[src/rtl/gcd_sequencer.sv]
// gcd_sequencer: upstream control stage for the gcd core.
// Streams operand pairs in, issues them to the core, streams results out.
module gcd_sequencer #(
  parameter int DATA_WIDTH = 8,
  parameter int TIMEOUT    = 1024,
  parameter int CNT_WIDTH  = 11
) (
  input  logic                  clk,
  input  logic                  reset,
  input  logic                  in_valid,
  output logic                  in_ready,
  input  logic [DATA_WIDTH-1:0] in_a,
  input  logic [DATA_WIDTH-1:0] in_b,
  output logic                  out_valid,
  input  logic                  out_ready,
  output logic [DATA_WIDTH-1:0] out_y,
  output logic                  out_err,
  output logic [CNT_WIDTH-1:0]  out_cycles,
  output logic                  gcd_enable,
  output logic [DATA_WIDTH-1:0] gcd_a,
  output logic [DATA_WIDTH-1:0] gcd_b,
  input  logic                  gcd_valid,
  input  logic [DATA_WIDTH-1:0] gcd_y,
  output logic                  busy
);

  typedef enum logic [2:0] {
    S_IDLE,
    S_ISSUE,
    S_ARM,
    S_WAIT,
    S_OUT
  } state_t;

  localparam logic [CNT_WIDTH-1:0] TMO = CNT_WIDTH'(TIMEOUT);
  localparam logic [CNT_WIDTH-1:0] ONE = CNT_WIDTH'(1);

  state_t state_q;
  state_t state_nx;

  logic [DATA_WIDTH-1:0] a_q;
  logic [DATA_WIDTH-1:0] a_nx;
  logic [DATA_WIDTH-1:0] b_q;
  logic [DATA_WIDTH-1:0] b_nx;
  logic [DATA_WIDTH-1:0] y_q;
  logic [DATA_WIDTH-1:0] y_nx;
  logic                  err_q;
  logic                  err_nx;
  logic [CNT_WIDTH-1:0]  cyc_q;
  logic [CNT_WIDTH-1:0]  cyc_nx;
  logic [CNT_WIDTH-1:0]  cnt_q;
  logic [CNT_WIDTH-1:0]  cnt_nx;
  logic [CNT_WIDTH-1:0]  cnt_inc;
  logic                  zero_op;

  // Counter stops at the timeout value instead of wrapping.
  assign cnt_inc = (cnt_q == TMO) ? cnt_q : cnt_q + ONE;

  assign zero_op = (in_a == '0) || (in_b == '0);

  // State register.
  always_ff @(posedge clk or posedge reset) begin
    if (reset) begin
      state_q <= S_IDLE;
    end else begin
      state_q <= state_nx;
    end
  end

  // Operand, result and counter registers.
  always_ff @(posedge clk or posedge reset) begin
    if (reset) begin
      a_q   <= '0;
      b_q   <= '0;
      y_q   <= '0;
      err_q <= 1'b0;
      cyc_q <= '0;
      cnt_q <= '0;
    end else begin
      a_q   <= a_nx;
      b_q   <= b_nx;
      y_q   <= y_nx;
      err_q <= err_nx;
      cyc_q <= cyc_nx;
      cnt_q <= cnt_nx;
    end
  end

  // Next-state and datapath update decode.
  always_comb begin
    state_nx = state_q;
    a_nx     = a_q;
    b_nx     = b_q;
    y_nx     = y_q;
    err_nx   = err_q;
    cyc_nx   = cyc_q;
    cnt_nx   = cnt_q;
    unique case (state_q)
      S_IDLE: begin
        if (in_valid) begin
          a_nx = in_a;
          b_nx = in_b;
          if (zero_op) begin
            y_nx     = in_a | in_b;
            err_nx   = 1'b0;
            cyc_nx   = '0;
            state_nx = S_OUT;
          end else begin
            state_nx = S_ISSUE;
          end
        end
      end
      S_ISSUE: begin
        cnt_nx   = ONE;
        state_nx = S_ARM;
      end
      S_ARM: begin
        // A stale gcd_valid from the last op may still be high here.
        cnt_nx   = cnt_inc;
        state_nx = S_WAIT;
      end
      S_WAIT: begin
        cnt_nx = cnt_inc;
        if (gcd_valid) begin
          y_nx     = gcd_y;
          err_nx   = 1'b0;
          cyc_nx   = cnt_q;
          state_nx = S_OUT;
        end else if (cnt_q == TMO) begin
          y_nx     = '0;
          err_nx   = 1'b1;
          cyc_nx   = TMO;
          state_nx = S_OUT;
        end
      end
      S_OUT: begin
        if (out_ready) begin
          state_nx = S_IDLE;
        end
      end
      default: begin
        state_nx = S_IDLE;
      end
    endcase
  end

  assign in_ready   = (state_q == S_IDLE);
  assign busy       = (state_q != S_IDLE);
  assign gcd_enable = (state_q == S_ISSUE);
  assign out_valid  = (state_q == S_OUT);
  assign gcd_a      = a_q;
  assign gcd_b      = b_q;
  assign out_y      = y_q;
  assign out_err    = err_q;
  assign out_cycles = cyc_q;

endmodule
[config.mk]
export PLATFORM = sky130hd
export DESIGN_NAME = gcd_sequencer
export DESIGN_NICKNAME = d
export VERILOG_FILES = /design/src/rtl/gcd_sequencer.sv
export SDC_FILE = /design/constraint.sdc
export NUM_CORES = 1
export LEC_CHECK = 0
export CELL_PAD_IN_SITES_DETAIL_PLACEMENT = 2
export CELL_PAD_IN_SITES_GLOBAL_PLACEMENT = 2
export CORE_ASPECT_RATIO = 1.5
export CORE_MARGIN = 2
export CORE_UTILIZATION = 29
export DETAILED_ROUTE_END_ITERATION = 8
export GPL_TIMING_DRIVEN = 0
export PLACE_DENSITY = 0.86
export REMOVE_ABC_BUFFERS = 1
export SLEW_MARGIN = 20
export SYNTH_ARGS = -nofsm -noshare
export SYNTH_HDL_FRONTEND = slang
export SYNTH_SLANG_ARGS = --single-unit
[constraint.sdc]
create_clock -name clk -period 2.8 [get_ports clk]
set_clock_uncertainty 0.1 [all_clocks]
set_input_delay 0.84 -clock clk [delete_from_list [all_inputs] [get_ports clk]]
set_output_delay 0.84 -clock clk [all_outputs]
set_load 0.01 [all_outputs]
Word-level counts from Yosys, hierarchy flattened --
Index checks and enable logic that the tools add are counted.
Cells by class: add/sub/neg operators 1, equality and inequality tests 10, multiplexer cells 23, bitwise logic cells 1, reduce and logical (&&, ||, !) cells 12
Operators with widths (number):
- 11-bit two-way mux | 5
- 11-bit case mux with 2 select lines | 2
- 8-bit two-way mux | 4
- 8-bit zero test | 2
- 8-bit case mux with 2 select lines | 1
- 3-bit two-way mux | 5
- 3-bit case mux with 5 select lines | 1
- 11-bit by 1-bit adder with 11-bit output (second input constant) | 1
- 11-bit equality test (second input constant) | 1
- 8-bit OR | 1
- 3-bit by 2-bit equality test with 1-bit output (second input constant) | 2
- 1-bit two-way mux | 4
- 2-bit by 1-bit != test with 1-bit output (second input constant) | 2
- 2-bit != test (second input constant) | 2
- 2-bit AND reduction | 2
- 4-bit AND reduction | 1
- 2-bit nonzero test | 2
- 3-bit by 1-bit equality test with 1-bit output (second input constant) | 1
- 3-bit equality test (second input constant) | 1
- 3-bit zero test | 1
- 3-bit != test (second input constant) | 1
- 3-bit AND reduction | 1
- 3-bit nonzero test | 1
- 1-bit case mux with 2 select lines | 1
- 2 further kinds | 2
Word-level totals: flip-flop bits (word level) 50, bits of input ports 29, output and inout bits 40, logic and storage cells 54

Longest topological paths before layout --
word-level depth 5, depth in mapped cells 8, depth with buffers taken out 7

Least setup slack after synthesis --
Ideal clock, no wire load.
path kind input port to flip-flop, start point in in_b[0], end point reg y_q[0] (netlist: out_y[0]), setup time 0.125 ns, arrival 1.879 ns, required time 2.575 ns, path slack 0.696 ns, cell stages on the path 6, path buffers 1, path through nor4_1 nand2_1 a21oi_1 o21ai_2 buf_8 mux2_4
On the way: cells in the longest elaborated chain, start to end 4
RTL lines:
- from (decl) | RTL line 13 | input logic [DATA_WIDTH-1:0] in_b,
- 8-bit zero test or 8-bit OR (tied branches) | RTL line 59, 104
- 1-bit logical OR or 8-bit two-way mux (tied branches) | RTL line 59, 103
- 2-bit by 1-bit != test with 1-bit output (no source line) or 8-bit two-way mux (tied branches)
- 4-bit AND reduction (no source line) or 8-bit case mux with 2 select lines (tied branches)
- to (signal assigned) | RTL line 82 | y_q <= y_nx;
- to (decl) | RTL line 45 | logic [DATA_WIDTH-1:0] y_q;
Parallel ways exist; a longest one is shown, timed or not. The select of a mux whose other input is x is not followed. A chain may end at the register's enable or synchronous reset.

Worst setup path after layout --
start point reg state_q[1], end point out out_valid
On the way: cells in the longest elaborated chain, start to end 1
RTL lines:
- from (decl) | RTL line 38 | state_t state_q;
- from (signal assigned) | RTL line 66 | state_q <= state_nx;
- 3-bit equality test | RTL line 150 | assign out_valid = (state_q == S_OUT);
- to (decl) | RTL line 14 | output logic out_valid,
Every way passes these cells.

==> impl_metrics.yaml <==
sta:
  fin_crit_sh: 0.9706
  final_max_slew_viol_count: 0
  setup_viol: 0
  max_slew_margin: 0.4681
  max_freq_ghz: 0.3680
  final_hold_viol_count: 0
  worst_slew_pin_slew_ns: 0.7979
  fin_crit_ns: 2.718
  whs_ns: 0.4022
  rsz0062_at_grt: "false"
finish:
  multi_input_area_sq_um: 1028
  seq_area_sq_um: 1251
  nets: 300
  syn2layout_area_growth_pct: 42.26
  diodes: 0
  n_fill_cell: 804
  layout-drive-gt1-share: 0.1567
  fin_area_sq_um: 3277
  fin_cells: 370
status:
  status: "completed"
synthesis:
  synthAdderAreaFrac: 0.01086
  muxShareOfSynthArea: 0.1304
  synth_top_family_by_area: "simple AND/OR/NAND/NOR gates"
  synth_flop_cell: "dfrtp_1"
  syn_avg_cell_area_sq_um: 11.58
  netlist_top_cells_count: "dfrtp_1, a21oi_1, nor2_1, mux2_2, nand2_1"
  synth_top_area_cell: "dfrtp_1"
  synth-xor-area-share: 0.03042
  syn_area_sq_um: 2303
  synth_compound_area_frac: 0.1217
  synth_most_common_cell: "dfrtp_1"
  synth_area_leaders: "dfrtp_1, mux2_2, mux2_4"
  yosys.area.top_type_share: 0.5432
  ys_async_sr_fraction: 1.000
  synth_cells: 199
  ys.warnings.count: 0
  synthSimpleGateAreaFrac: 0.1320
  ys_ff_latch: 50
  synth_cell_types: 37
  synth_edf_count: 0
  yosysSeqAreaShare: 0.5432
worst_hold_path:
  hold_depth: 1
  min_path_type: "reg -> reg"
worst_setup_path:
  critical_path_required_ns: 1.86
  reg2reg_depth: 5
  crit_arrival_ns: 1.78
  cp-end-kind: "output pin"
  cp_max_fo: 7
  path_class: "reg -> out"
  start_kind: "flip-flop"
clock_tree:
  clk_pin_slew_ns: 0.06
  root_buffer: "clkbuf_16"
  insertion_delay_ns: 0.29
  htree_levels: 2
  cts_hold_buf: 0
  cts_sinks: 50
  cts_tree: "done"
  clock_path_buffers: 2
  numCtsBuffers: 5
floorplan:
  start_util: 0.3007
  pin_count: 69
  die_area_sq_um: 8687
  row_count: 39
  core-area_sq_um: 7661
  die_y_microns: 113.2
  die_w_microns: 76.77
global_routing:
  antenna_found_initial: 0
  overflow: 0
  track_usage: 0.1802
  grt_pass1_wl_microns: 12040
  grt_max_degree: 31
  grt_pass1_vias: 2152
place:
  io_buffers: 68
  dp_hpwl_microns: 5285
  placed_area_sq_um: 3094
  place_congestion: 0.7291
  dpl.cell_count: 362
route:
  first_iter_violations: 58
  vias: 1878
  finalWirelength_microns: 7416
  firstDrtPassIters: 4
  drcViolationCount: 0
  avgViaCountPerCell: 5.076
  wl_per_cell_microns: 20.04
  antenna_left: 0
job:
  drv_cap: 0
power_and_ir_drop:
  power_uw: 3398
  powerDensity_nw_per_um2: 1037
  vdd_drop_max_uv: 257.9
  p_leak_uw: 0.001408
## kinds of logic (layout without fill, tap and decap cells)
| family | after synthesis | in the layout |
|---|---|---|
| AO/OA/AOI/OAI | 41 | 42 |
| XOR/XNOR | 8 | 8 |
| adder cells (fa/ha/maj) | 2 | 2 |
| buffers and inverters | 14 | 82 |
| flip-flops | 50 | 50 |
| multiplexers | 24 | 24 |
| AND/OR/NAND/NOR | 60 | 60 |
## final timing paths
path	from	to	slack [ns]
max in group asynchronous	reset	out_cycles[10]	1.26
max	state_q[1]	out_valid	0.08
min reg2reg	out_cycles[7]	out_cycles[7]	0.40
min in group asynchronous	reset	out_y[5]	0.80
min	out_cycles[7]	out_cycles[7]	0.40
max reg2reg	state_q[2]	out_y[3]	0.48
## state kept, by name (all words and copies together) (netlist names)
signal,flops
out_y,8
out_err,1
gcd_a,8
gcd_b,8
cnt_q,11
out_cycles,11
state_q,3
## what timing repair did
item,4_1_cts,5_1_grt
hold endpoints to repair,0,0
pin swaps,0,1
gates resized for setup,2,3
gates cloned,0,1
endpoints found under the setup margin,9,9
setup buffers,1,0
## per-stage QoR
step	utilization	setup slack, ns	TNS [ns]
floorplan	-	0.5168	0
global route	0.4277	0.007914	0
finish	0.4277	0.08234	0
detailed placement	0.4039	-0.3414	-5.419
CTS	0.4246	0.01867	0
global placement	0.3996	-0.5650	-29.05
## layout by cell type (no fill, tap or decap), types with 2 or more instances in the layout
cell             Yosys  final
nor3_1               3      2
a22o_1              10     10
clkdlybuf4s50_1      0     68
and4_1               2      2
o2bb2ai_1            2      2
and2_1               2      2
inv_1                6      5
nand2_1             13     13
mux2_4               8      8
ha_1                 2      2
xor2_1               7      7
nor4_1               5      4
and3_1               4      4
nor2_1              19     19
o21ai_0              4      4
mux2_2              16     16
a21oi_1             19     18
dfrtp_1             50     50
nor2b_1              2      2
nand3_1              4      4
clkbuf_16            0      5
## critical path: stages (launching register included)
cell and delay (ns):
dfrtp_1 0.50, nor2_1 0.25, nand2_1 0.13, inv_1 0.08, clkdlybuf4s50_1 0.53
## per-layer routing
layer	routed length, microns	part of all wire	track usage
met2	4249	0.57	0.3480
met5	0	0	0
met4	61	0.0082	0.04727
met3	294	0.040	0.03987
met1	2810	0.38	0.1951
## where the power goes
part	internal, uW	switching [uW]	total [uW]
clock network	346	253	598
registers	977	218	1200
logic	878	727	1600
## area by class of cell
cell class                 count  share of cell area
tap                          102             0.03895
clock buffer                   6             0.04238
sequential                    50              0.3818
multi-input combinational    136              0.3139
timing repair buffer          70              0.2161
inverter                       6            0.006873
(Power assumes the default switching activity.)
